===== config.mk =====
export PLATFORM = sky130hd
export DESIGN_NAME = cpu_clk_gen
export DESIGN_NICKNAME = d
export VERILOG_FILES = /design/src/rtl/cpu_clk_pkg.sv /design/src/rtl/cpu_clk_gen_ce_div.sv /design/src/rtl/cpu_clk_gen.sv
export SDC_FILE = /design/constraint.sdc
export NUM_CORES = 1
export LEC_CHECK = 0
export BUFFER_PORTS_ARGS = -buffer_cell sky130_fd_sc_hd__buf_2
export CAP_MARGIN = 20
export CORE_MARGIN = 2
export CORE_UTILIZATION = 30
export DETAILED_ROUTE_END_ITERATION = 8
export GPL_ROUTABILITY_DRIVEN = 1
export PLACE_DENSITY = 0.56
export SKIP_CTS_REPAIR_TIMING = 1
export SLEW_MARGIN = 20
export SYNTH_ARGS = -nofsm -noshare
export SYNTH_HDL_FRONTEND = slang
export SYNTH_SLANG_ARGS = --single-unit

===== constraint.sdc =====
create_clock -name clk_sys -period 9.65 [get_ports clk_sys]
set_clock_uncertainty 0.2 [all_clocks]
set_input_delay 0.4825 -clock clk_sys [delete_from_list [all_inputs] [get_ports clk_sys]]
set_output_delay 0.4825 -clock clk_sys [all_outputs]
set_load 0.05 [all_outputs]

===== src/rtl/cpu_clk_pkg.sv =====
// Shared types for the CPU clock-enable generator: FSM states, turbo level type
// and the per-level CPU enable period mask.
package cpu_clk_pkg;

  typedef enum logic [1:0] {ST_RUN, ST_SETTLE, ST_STALL} cpu_state_t;

  typedef logic [2:0] level_t;

  localparam int MASK_W = 16;

  // Low (max_div - level) bits set: CPU enable period minus one at this level.
  function automatic logic [MASK_W-1:0] period_mask(input level_t level, input int max_div);
    logic [MASK_W-1:0] one;
    one = MASK_W'(1);
    return (one << (max_div - int'(level))) - one;
  endfunction

endpackage


===== src/rtl/cpu_clk_gen_ce_div.sv =====
// Master divider: free-running counter and registered 1-cycle enable strobes.
// Latency: every strobe asserts the cycle after its counter match; no backpressure.
module ce_div
  import cpu_clk_pkg::*;
#(
  parameter int CNT_W = 6
) (
  input  logic             clk_sys,
  input  logic             reset,
  input  logic [CNT_W-1:0] cpu_mask,
  input  logic             cpu_gate,
  output logic             cpu_tn,
  output logic             ce_28m,
  output logic             ce_7mp,
  output logic             ce_7mn,
  output logic             ce_psg,
  output logic             ce_cpu_p,
  output logic             ce_cpu_n
);

  logic [CNT_W-1:0] counter;
  logic [CNT_W-1:0] cpu_half;
  logic             cpu_tp;

  // Mask is always 2^k-1 with k>=1, so the n phase sits exactly half a period after p.
  assign cpu_half = (cpu_mask >> 1) + CNT_W'(1);
  assign cpu_tp   = (counter & cpu_mask) == '0;
  assign cpu_tn   = (counter & cpu_mask) == cpu_half;

  always_ff @(posedge clk_sys or posedge reset) begin
    if (reset) begin
      counter  <= '0;
      ce_28m   <= 1'b0;
      ce_7mp   <= 1'b0;
      ce_7mn   <= 1'b0;
      ce_psg   <= 1'b0;
      ce_cpu_p <= 1'b0;
      ce_cpu_n <= 1'b0;
    end else begin
      counter  <= counter + CNT_W'(1);
      ce_28m   <= counter[1:0] == 2'd0;
      ce_7mp   <= counter[3:0] == 4'd0;
      ce_7mn   <= counter[3:0] == 4'd8;
      ce_psg   <= counter == '0;
      ce_cpu_p <= cpu_gate & cpu_tp;
      ce_cpu_n <= cpu_gate & cpu_tn;
    end
  end

endmodule


===== src/rtl/cpu_clk_gen.sv =====
// Clock-enable and turbo generator; speed changes halt the CPU, settle, then resume.
// Latency: strobes 1 cycle after counter match; mem_ready stalls CPU at fast levels; optional wait_n via CPU_CLK_GEN_WAIT_EN.
module cpu_clk_gen
  import cpu_clk_pkg::*;
#(
  parameter int CNT_W       = 6,
  parameter int MAX_DIV     = 5,
  parameter int LEVELS      = 5,
  parameter int SETTLE      = 3,
  parameter int STALL_LEVEL = 3
) (
  input  logic       clk_sys,
  input  logic       reset,
  input  logic [2:0] level_req,
  input  logic       slow_force,
  input  logic       mem_ready,
`ifdef CPU_CLK_GEN_WAIT_EN
  input  logic       wait_n,
`endif
  output logic       ce_28m,
  output logic       ce_7mp,
  output logic       ce_7mn,
  output logic       ce_psg,
  output logic       ce_cpu_p,
  output logic       ce_cpu_n,
  output logic       ce_cpu,
  output logic [2:0] cur_level,
  output logic       switching
);

  localparam level_t     LVL_MAX     = level_t'(LEVELS - 1);
  localparam level_t     LVL_STALL   = level_t'(STALL_LEVEL);
  localparam logic [3:0] SETTLE_INIT = 4'(SETTLE);

  cpu_state_t       state, state_nxt;
  level_t           level_nxt, eff;
  logic [3:0]       settle_cnt, settle_nxt;
  logic [CNT_W-1:0] cpu_mask;
  logic             cpu_en, cpu_gate, cpu_tn, changed;

  assign eff      = slow_force ? level_t'(0) : ((level_req > LVL_MAX) ? LVL_MAX : level_req);
  assign changed  = eff != cur_level;
  assign cpu_en   = state == ST_RUN;
  assign cpu_mask = CNT_W'(period_mask(cur_level, MAX_DIV));

`ifdef CPU_CLK_GEN_WAIT_EN
  assign cpu_gate = cpu_en & wait_n;
`else
  assign cpu_gate = cpu_en;
`endif

  always_ff @(posedge clk_sys or posedge reset) begin
    if (reset) begin
      state      <= ST_SETTLE;
      cur_level  <= '0;
      settle_cnt <= SETTLE_INIT;
    end else begin
      state      <= state_nxt;
      cur_level  <= level_nxt;
      settle_cnt <= settle_nxt;
    end
  end

  // Decisions only on the n phase so a mask change never splits a p/n pair.
  always_comb begin
    state_nxt  = state;
    level_nxt  = cur_level;
    settle_nxt = settle_cnt;
    if (cpu_tn) begin
      if (changed) begin
        state_nxt  = ST_SETTLE;
        level_nxt  = eff;
        settle_nxt = SETTLE_INIT;
      end else begin
        case (state)
          ST_RUN: begin
            if ((cur_level >= LVL_STALL) && !mem_ready) state_nxt = ST_STALL;
          end
          ST_SETTLE: begin
            if (settle_cnt != 4'd0) settle_nxt = settle_cnt - 4'd1;
            else if (mem_ready)     state_nxt  = ST_RUN;
          end
          ST_STALL: begin
            if (mem_ready) state_nxt = ST_RUN;
          end
          default: state_nxt = ST_SETTLE;
        endcase
      end
    end
  end

  assign switching = state == ST_SETTLE;
  assign ce_cpu    = ce_cpu_p;

  ce_div #(
    .CNT_W (CNT_W)
  ) u_ce_div (
    .clk_sys  (clk_sys),
    .reset    (reset),
    .cpu_mask (cpu_mask),
    .cpu_gate (cpu_gate),
    .cpu_tn   (cpu_tn),
    .ce_28m   (ce_28m),
    .ce_7mp   (ce_7mp),
    .ce_7mn   (ce_7mn),
    .ce_psg   (ce_psg),
    .ce_cpu_p (ce_cpu_p),
    .ce_cpu_n (ce_cpu_n)
  );

endmodule

==> results of run 1 <==
metrics by stage:
stage,total power (W),util
after floorplan,0.000344,-
after global placement,0.000387,0.347
after detailed placement,0.000397,0.347
after CTS,0.000458,0.357
after global routing,0.000486,0.357
final,0.000455,0.357
path summary, 6_finish.rpt:
check | end | depth (start not counted)
worst min-delay path | settle_cnt[2]$_DFFE_PP0P_ | 2
worst max register to register | cur_level[1]$_DFFE_PP0P_ | 10
max in group asynchronous | u_ce_div.counter[0]$_DFF_PP0_ | 2
min in group clk_sys | cur_level[0]$_DFFE_PP0P_ | 3
worst min register to register | settle_cnt[0]$_DFFE_PP1P_ | 1
worst max-delay path | cur_level[1]$_DFFE_PP0P_ | 10
flip-flops by register name (all words and copies together), names as in the netlist:
| name | count |
|---|---|
| u_ce_div.ce_7mp | 1 |
| u_ce_div.ce_28m | 1 |
| u_ce_div.counter | 6 |
| settle_cnt | 4 |
| u_ce_div.ce_7mn | 1 |
| u_ce_div.ce_cpu_p | 1 |
| state | 2 |
| cur_level | 3 |
| u_ce_div.ce_psg | 1 |
| u_ce_div.ce_cpu_n | 1 |
synthesized netlist by cell type (all sizes together) (2+ instances only):
| cell type | count | area share |
|---|---|---|
| a211oi | 2 | 0.011 |
| o21ai | 3 | 0.011 |
| nand2b | 5 | 0.022 |
| nand3 | 4 | 0.014 |
| o21a | 2 | 0.011 |
| a2bb2oi | 3 | 0.019 |
| ha | 13 | 0.12 |
| o31ai | 2 | 0.011 |
| nor3b | 4 | 0.022 |
| nand4 | 3 | 0.013 |
| a2111oi | 2 | 0.018 |
| xor2 | 2 | 0.013 |
| inv | 16 | 0.043 |
| dfstp | 3 | 0.057 |
| nand2 | 6 | 0.016 |
| mux2i | 3 | 0.031 |
| nor2 | 3 | 0.0081 |
| or3b | 2 | 0.013 |
| nor3 | 4 | 0.022 |
| xnor2 | 9 | 0.062 |
| dfrtp | 18 | 0.32 |
| and3 | 2 | 0.0090 |
cells by family after synthesis:
logic type,synth area share
AOI/OAI and AO/OA,0.163
adders and majority gates,0.117
muxes,0.0387
DFF,0.380
and+or+nand+nor,0.175
buffers and inverters,0.0513
xor gates and xnor gates,0.0746
metal layers:
| layer | GRT usage | routed length (µm) |
|---|---|---|
| met1 | 0.142 | 1310 |
| met2 | 0.199 | 1480 |
| met3 | 0.0361 | 117 |
| met4 | 0.0482 | 71 |
| met5 | 0 | 0 |
cells in the final DEF, fill, tap and decap left out, types with 3 or more instances in the layout:
cell type	count
nand2b_1	5
nand4_1	3
clkbuf_8	3
buf_2	17
nor3b_1	4
nor2_1	3
nand2_1	6
dfstp_2	3
nor3_1	3
nand3_1	4
inv_1	16
xnor2_1	8
a2bb2oi_1	3
ha_1	13
dfrtp_1	18
final cells by class:
type / instances / area [µm²]
clock buffer: 4 / 45.0
fill: 445 / 2840
inverter: 16 / 60.1
multi-input combinational: 93 / 791
sequential: 21 / 529
tap: 52 / 65.1
timing repair buffer: 17 / 85.1
power by group:
part | switching [W] | internal, W | total (W) | leakage [nW]
clock | 0.0000297 | 0.0000295 | 0.0000592 | 0.0228
sequential | 0.0000195 | 0.000104 | 0.000124 | 0.252
combinational | 0.000177 | 0.0000956 | 0.000272 | 0.415
total | 0.000226 | 0.000229 | 0.000455 | 0.689
==> metrics.md, run 1 <==
| Metric | Value |
|---|---|
| Cell count after placement | 199 |
| Final Hold Viols | 0 |
| DR pass1 iterations | 4 |
| Share of cells above drive strength 1 | 0.205 |
| Initial antenna violation count | 0 |
| Core area | 4410 µm² |
| Reg2Reg Setup Slack | 5.99 ns |
| Total CTS buffers | 3 |
| Critical path class | flip-flop to flip-flop |
| Cell variety after synth | 49 |
| Crit-path slowest cell | dfrtp_1 |
| Largest net degree at the start of global routing | 22 |
| Iteration-0 DRC Markers | 65 |
| Die X | 72.1 µm |
| Num rows | 24 |
| P_leak | 0.689 nW |
| Placed Area | 1530 µm² |
| DRC viols | 0 |
| Max Clk Rate | 0.273 GHz |
| Final setup violating endpoints | 0 |
| Family with the most delay on the worst path | simple AND/OR/NAND/NOR gates |
| Clock latency on the worst-skew pair | 0.27 ns |
| Worst VDD drop | 0.0869 mV |
| Seq/Total Area, Yosys | 0.380 |
| Area delta synth->final | 13.2% |
| Design area | 1580 µm² |
| Worst setup EP type | flip-flop |
| Post-route worst setup slack | 5.99 ns |
| Status | finished, final reports clean |
| Net Count, Synth | 152 |
| Initial Util | 0.315 |
| YS warnings | 0 |
| EDFF count, synth | 0 |
| WP data required | 9.60 ns |
| Nets | 172 |
| Crit-path max cell delay | 0.56 ns |
| Cells after Synth | 132 |
| Antenna cells | 0 |
| Worst path cell trace | inv_1, ha_1, and4bb_4, xnor2_1, ha_1, xnor2_1, o32ai_1, o211ai_2, nor3_4, mux2_1 |
| Flops & latches, synth | 21 |
| HPWL Detailed | 2290 µm |
| Global-route wire length before repair | 4800 µm |
| Root buffer cell | clkbuf_8 |
| Setup WS pre-CTS | 5.99 ns |
| Slew Limit Fails | 0 |
| Die area | 5200 µm² |
| TritonCTS clock tree | yes |
| GRT Util Overall | 0.119 |
| Clock transition at the registers of the reported paths | 0.08 ns |
| Crit path DAT | 3.62 ns |
| Power Density | 289 nW/µm² |
| GP Congestion | 0.858 |
| # clock sinks | 21 |
| Max FO, Critical Path | 11 |
| Tightest Hold Check Type | primary input to asynchronous set/reset pin |
| H-tree depth | 1 |
| Number of global-route vias before repair | 1016 |
| DR WL/cell | 14.7 µm |
| Final Non-Filler Cells | 203 |
| Vias | 1034 |
| GR Overflow Total | 0 |
| Final TNS setup | 0 ns |
| Critical Path Start | cur_level[1]$_DFFE_PP0P_ |
| Antenna Violating Nets Remaining | 0 |
| Worst r2r src | cur_level[1]$_DFFE_PP0P_ |
| Relative slew slack | 0.454 |
| Post-synthesis async set-or-reset flop share | 1.00 |
| Die height | 72.1 µm |
| I/O pin total | 18 |
| Critical Path Start Type | flip-flop |
| Port Buffers | 17 |
| Synth Flop Type | dfrtp_1 |
| Min cycle time layout | 3.66 ns |
| WHS | 0.163 ns |
| Synthesized area | 1390 µm² |
| CP bufs+invs | 1 |
| Unrepaired setup endpoints after global routing | no |
| Final period utilization | 0.380 |
| Via density | 5.09 |
| Clk buf depth | 2 |
| Max Cap Viol | 0 |
| Total Wirelength | 2990 µm |
| Worst slew pin tran | 0.818 ns |
| Post-synthesis area per instance | 10.5 µm² |
Note: power is estimated with default switching activity, not from simulation.
==> run 2: changes to the inputs <==
Settings changed: PLACE_DENSITY 0.56 to 0.58.
Clock period 9.65 ns to 3.2 ns, I/O delays scaled along.
==> metrics.md, run 2 (synthesis results as in run 1) <==
| Metric | Value |
|---|---|
| Max FFs per register | 6 |
| P_int | 0.000787 W |
| Status | finished, final reports clean |
| # clock sinks | 21 |
| Port Buffers | 17 |
| Max Clk Rate | 0.327 GHz |
| Crit path DAT | 3.01 ns |
| Final TNS setup | 0 ns |
| Die height | 72.1 µm |
| Root buffer cell | clkbuf_8 |
| Share of cells above drive strength 1 | 0.277 |
| Total CTS buffers | 3 |
| Final Util | 0.382 |
| GRT Util Overall | 0.127 |
| Clk buf depth | 2 |
| Min cycle time layout | 3.06 ns |
| Vias | 1088 |
| Slew Limit Fails | 0 |
| Share of power burned in registers | 0.249 |
| Psw | 0.000723 W |
| Max FO, Critical Path | 7 |
| DR WL/cell | 14.5 µm |
| Initial antenna violation count | 0 |
| Die area | 5200 µm² |
| DRC viols | 0 |
| Die X | 72.1 µm |
| Nets | 180 |
| Clock transition at the registers of the reported paths | 0.08 ns |
| Critical path class | flip-flop to flip-flop |
| H-tree depth | 1 |
| Biggest register | u_ce_div.counter |
| Relative slew slack | 0.469 |
| Comb power frac | 0.637 |
| Final setup violating endpoints | 0 |
| GP Congestion | 0.900 |
| Clock Power Share | 0.115 |
| WP data required | 3.16 ns |
| TritonCTS clock tree | yes |
| Final Hold Viols | 0 |
| GR Overflow Total | 0 |
| DR pass1 iterations | 4 |
| Via density | 5.16 |
| Power Density | 895 nW/µm² |
| Design Power | 0.00151 W |
| Commonest non-fill, non-tap cell in the layout | buf_2 |
| Core area | 4410 µm² |
| Iteration-0 DRC Markers | 58 |
| Global-route wire length before repair | 5250 µm |
| Num rows | 24 |
| Top flop regs | u_ce_div.counter: 6 flops, settle_cnt: 4 flops, cur_level: 3 flops |
| Critical Path Start Type | flip-flop |
| Max Cap Viol | 0 |
| Antenna cells | 0 |
| HPWL Detailed | 2320 µm |
| Most frequent cells in the layout | buf_2 (17), dfrtp_1 (16), inv_1 (15) |
| Worst VDD drop | 0.370 mV |
| Worst setup EP type | flip-flop |
| Switching Share | 0.479 |
| P_leak | 0.727 nW |
| Final period utilization | 0.955 |
| Number of global-route vias before repair | 1102 |
| Worst slew pin tran | 0.796 ns |
| I/O pin total | 18 |
| Initial Util | 0.315 |
| Largest net degree at the start of global routing | 22 |
| Area delta synth->final | 21.3% |
| Total Wirelength | 3050 µm |
| Tightest Hold Check Type | primary input to flip-flop |
| WHS | 0.0121 ns |
| Clock latency on the worst-skew pair | 0.26 ns |
| Antenna Violating Nets Remaining | 0 |
==> run 2: layout make-up <==
cell class	count	area (µm²)
clock buffers	4	45.0
flip-flops and latches	21	534
repair buffers	25	154
fillers	440	2730
inverters	16	60.1
well taps	52	65.1
multi-input cells	93	830
==> run 2: worst paths after layout <==
path                            cells past startpoint                      start                        end  slack [ns]
max in group asynchronous                           3                      reset   cur_level[1]$_DFFE_PP0P_        1.84
worst min register to register                      1  settle_cnt[0]$_DFFE_PP1P_  settle_cnt[0]$_DFFE_PP1P_        0.31
worst max-delay path                               12   cur_level[1]$_DFFE_PP0P_  settle_cnt[3]$_DFFE_PP0P_        0.14
worst min-delay path                                4                 slow_force   cur_level[0]$_DFFE_PP0P_        0.01
worst max register to register                     12   cur_level[1]$_DFFE_PP0P_  settle_cnt[3]$_DFFE_PP0P_        0.14
min in group asynchronous                           3                      reset       state[1]$_DFFE_PP0P_        0.38
==> run 2: worst max-delay path, cell delays in order, from the launching register on <==
cell,delay (ns)
dfrtp_4,0.52
inv_2,0.09
ha_4,0.23
and4bb_4,0.34
xnor2_1,0.12
ha_2,0.21
xnor2_1,0.10
o2111a_1,0.28
o211ai_4,0.25
buf_4,0.17
nor3_4,0.04
buf_6,0.17
a32o_1,0.23
==> run 2: per-layer routing <==
metal	vias to the layer above	share of wire	track usage
li1	531	-	-
met1	526	0.41	0.157
met2	25	0.53	0.214
met3	6	0.048	0.0361
met4	0	0.013	0.0377
met5	-	0	0
==> run 2: power by group through the flow <==
stage / sequential [W] / combinational [W] / clock (W)
after floorplan: 0.000438 / 0.000625 / 0
after global routing: 0.000387 / 0.00105 / 0.000198
after detailed placement: 0.000379 / 0.000872 / 0
after CTS: 0.000375 / 0.000875 / 0.000180
after global placement: 0.000374 / 0.000843 / 0
final: 0.000375 / 0.000961 / 0.000173
==> run 2: per-stage QoR <==
step	std cells	setup WS, ns	cell area, µm²
CTS	207	-0.00595	1620
floorplan	132	0.0237	1410
detailed placement	203	0.0377	1580
global placement	203	0.0888	1580
finish	211	0.144	1690
global route	211	-0.0593	1690
==> run 3: changes to the inputs <==
Settings changed: REMOVE_ABC_BUFFERS set to 1.
==> metrics.md, run 3 (synthesis results as in run 1) <==
| Metric | Value |
|---|---|
| Status | finished, final reports clean |
| Via density | 5.08 |
| Antenna Violating Nets Remaining | 0 |
| Global-route wire length before repair | 5440 µm |
| Share of cells above drive strength 1 | 0.280 |
| Initial antenna violation count | 0 |
| WHS Endpoint | cur_level[0]$_DFFE_PP0P_ |
| Max Cap Viol | 0 |
| Clk buf depth | 2 |
| Final Non-Filler Cells | 213 |
| Final period utilization | 0.951 |
| Die area | 5200 µm² |
| Met3 Use GR | 0.0361 |
| Worst slew pin tran | 0.838 ns |
| Max FFs per register | 6 |
| Cell count after placement | 204 |
| Relative slew slack | 0.441 |
| P_leak | 0.743 nW |
| Reg2Reg Setup Slack | 0.16 ns |
| Crit path DAT | 3.00 ns |
| # fillers | 430 |
| DRC viols | 0 |
| # clock sinks | 21 |
| Commonest non-fill, non-tap cell in the layout | dfrtp_1 |
| DR WL/cell | 14.6 µm |
| GR Overflow Total | 0 |
| FF-to-FF End | settle_cnt[3]$_DFFE_PP0P_ |
| Vias | 1083 |
| Antenna cells | 0 |
| Min cycle time layout | 3.04 ns |
| Multi-input combinational cell area | 818 µm² |
| Die X | 72.1 µm |
| Final setup violating endpoints | 0 |
| Area delta synth->final | 21.3% |
| Worst VDD drop | 0.305 mV |
| Worst setup EP type | flip-flop |
| Nets | 182 |
| Met2 usage in global routing | 0.224 |
| GP Congestion | 0.901 |
| Hold path start | slow_force |
| Top flop regs | u_ce_div.counter: 6 flops, settle_cnt: 4 flops, cur_level: 3 flops |
| Critical path class | flip-flop to flip-flop |
| Total Wirelength | 3110 µm |
| H-tree depth | 1 |
| Die height | 72.1 µm |
| Clock transition at the registers of the reported paths | 0.08 ns |
| Most frequent cells in the layout | dfrtp_1 (18), buf_2 (17), inv_1 (16) |
| Number of global-route vias before repair | 1125 |
| GR peak layer | met2 |
| Slew Limit Fails | 0 |
| HPWL Detailed | 2400 µm |
| Power Density | 906 nW/µm² |
| WP data required | 3.16 ns |
| Port Buffers | 17 |
| DR pass1 iterations | 4 |
| Critical Path Start Type | flip-flop |
| Design area | 1690 µm² |
| Tightest Hold Check Type | primary input to flip-flop |
| Max Clk Rate | 0.329 GHz |
| Final Hold Viols | 0 |
| Worst hold path cell count | 4 |
| Max FO, Critical Path | 7 |
| Core area | 4410 µm² |
| Clock latency on the worst-skew pair | 0.26 ns |
| TritonCTS clock tree | yes |
| Seq. cell area | 529 µm² |
| Unrepaired setup endpoints after global routing | no |
| Met1 GRT Util | 0.170 |
| Num rows | 24 |
| I/O pin total | 18 |
| Worst r2r src | cur_level[1]$_DFFE_PP0P_ |
| Placed Area | 1570 µm² |
| Total CTS buffers | 3 |
| Largest net degree at the start of global routing | 22 |
| Biggest register | u_ce_div.counter |
| R2r worst-path depth | 12 |
| GRT Util Overall | 0.133 |
| Iteration-0 DRC Markers | 108 |
| Initial Util | 0.315 |
| Root buffer cell | clkbuf_8 |
## run 3: cell types whose count changed in the layout (fill, tap and decap cells not counted), sizes merged
cell	previous run	this run
buf	23	25
clkinv	0	1
clkbuf	4	3
## run 3: critical path: stages, from the launching register on
cell and delay (ns):
dfrtp_1 0.40, buf_4 0.13, ha_1 0.21, and4bb_4 0.37, xnor2_1 0.14, ha_2 0.22
xnor2_1 0.10, o2111a_2 0.29, o211ai_4 0.26, buf_6 0.15, nor3_4 0.04, buf_4 0.19
a32o_1 0.25
## run 3: power breakdown
group	internal, W	leakage (nW)	switching, W
clock	0.0000868	0.0255	0.0000907
sequential	0.000315	0.252	0.0000392
combinational	0.000394	0.466	0.000605
## run 3: cell type report
| class | count | area share |
|---|---|---|
| tap | 52 | 0.0385 |
| timing repair buffer | 27 | 0.100 |
| clock inverter | 1 | 0.00297 |
| clock buffer | 3 | 0.0245 |
| inverter | 16 | 0.0356 |
| multi-input combinational | 93 | 0.485 |
| sequential | 21 | 0.314 |
## run 3: metal layers
layer / wire, µm / part of all wire
met5: 0 / 0
met4: 27 / 0.0087
met1: 1380 / 0.44
met2: 1590 / 0.51
met3: 115 / 0.037
## run 3: worst max-delay path by stage
stage / start / end / slack, ns / cells past startpoint
after floorplan: cur_level[1]$_DFFE_PP0P_ / cur_level[1]$_DFFE_PP0P_ / -0.42 / 10
after global placement: cur_level[1]$_DFFE_PP0P_ / settle_cnt[2]$_DFFE_PP0P_ / 0.13 / 10
after detailed placement: cur_level[1]$_DFFE_PP0P_ / settle_cnt[2]$_DFFE_PP0P_ / -0.006 / 10
after CTS: cur_level[1]$_DFFE_PP0P_ / settle_cnt[2]$_DFFE_PP0P_ / -0.03 / 10
after global routing: cur_level[1]$_DFFE_PP0P_ / settle_cnt[3]$_DFFE_PP0P_ / 0.005 / 12
final: cur_level[1]$_DFFE_PP0P_ / settle_cnt[3]$_DFFE_PP0P_ / 0.16 / 12
## run 3: per-stage QoR
step	hold slack, ns	setup WS (ns)	TNS [ns]	total power, W	utilization
detailed placement	0.185	-0.00612	-0.00612	0.00125	0.355
finish	0.0360	0.157	0	0.00153	0.382
floorplan	-0.0657	-0.420	-2.79	0.00103	-
global route	0.0324	0.00485	0	0.00166	0.382
global placement	0.153	0.132	0	0.00121	0.355
CTS	-0.112	-0.0324	-0.0324	0.00143	0.366
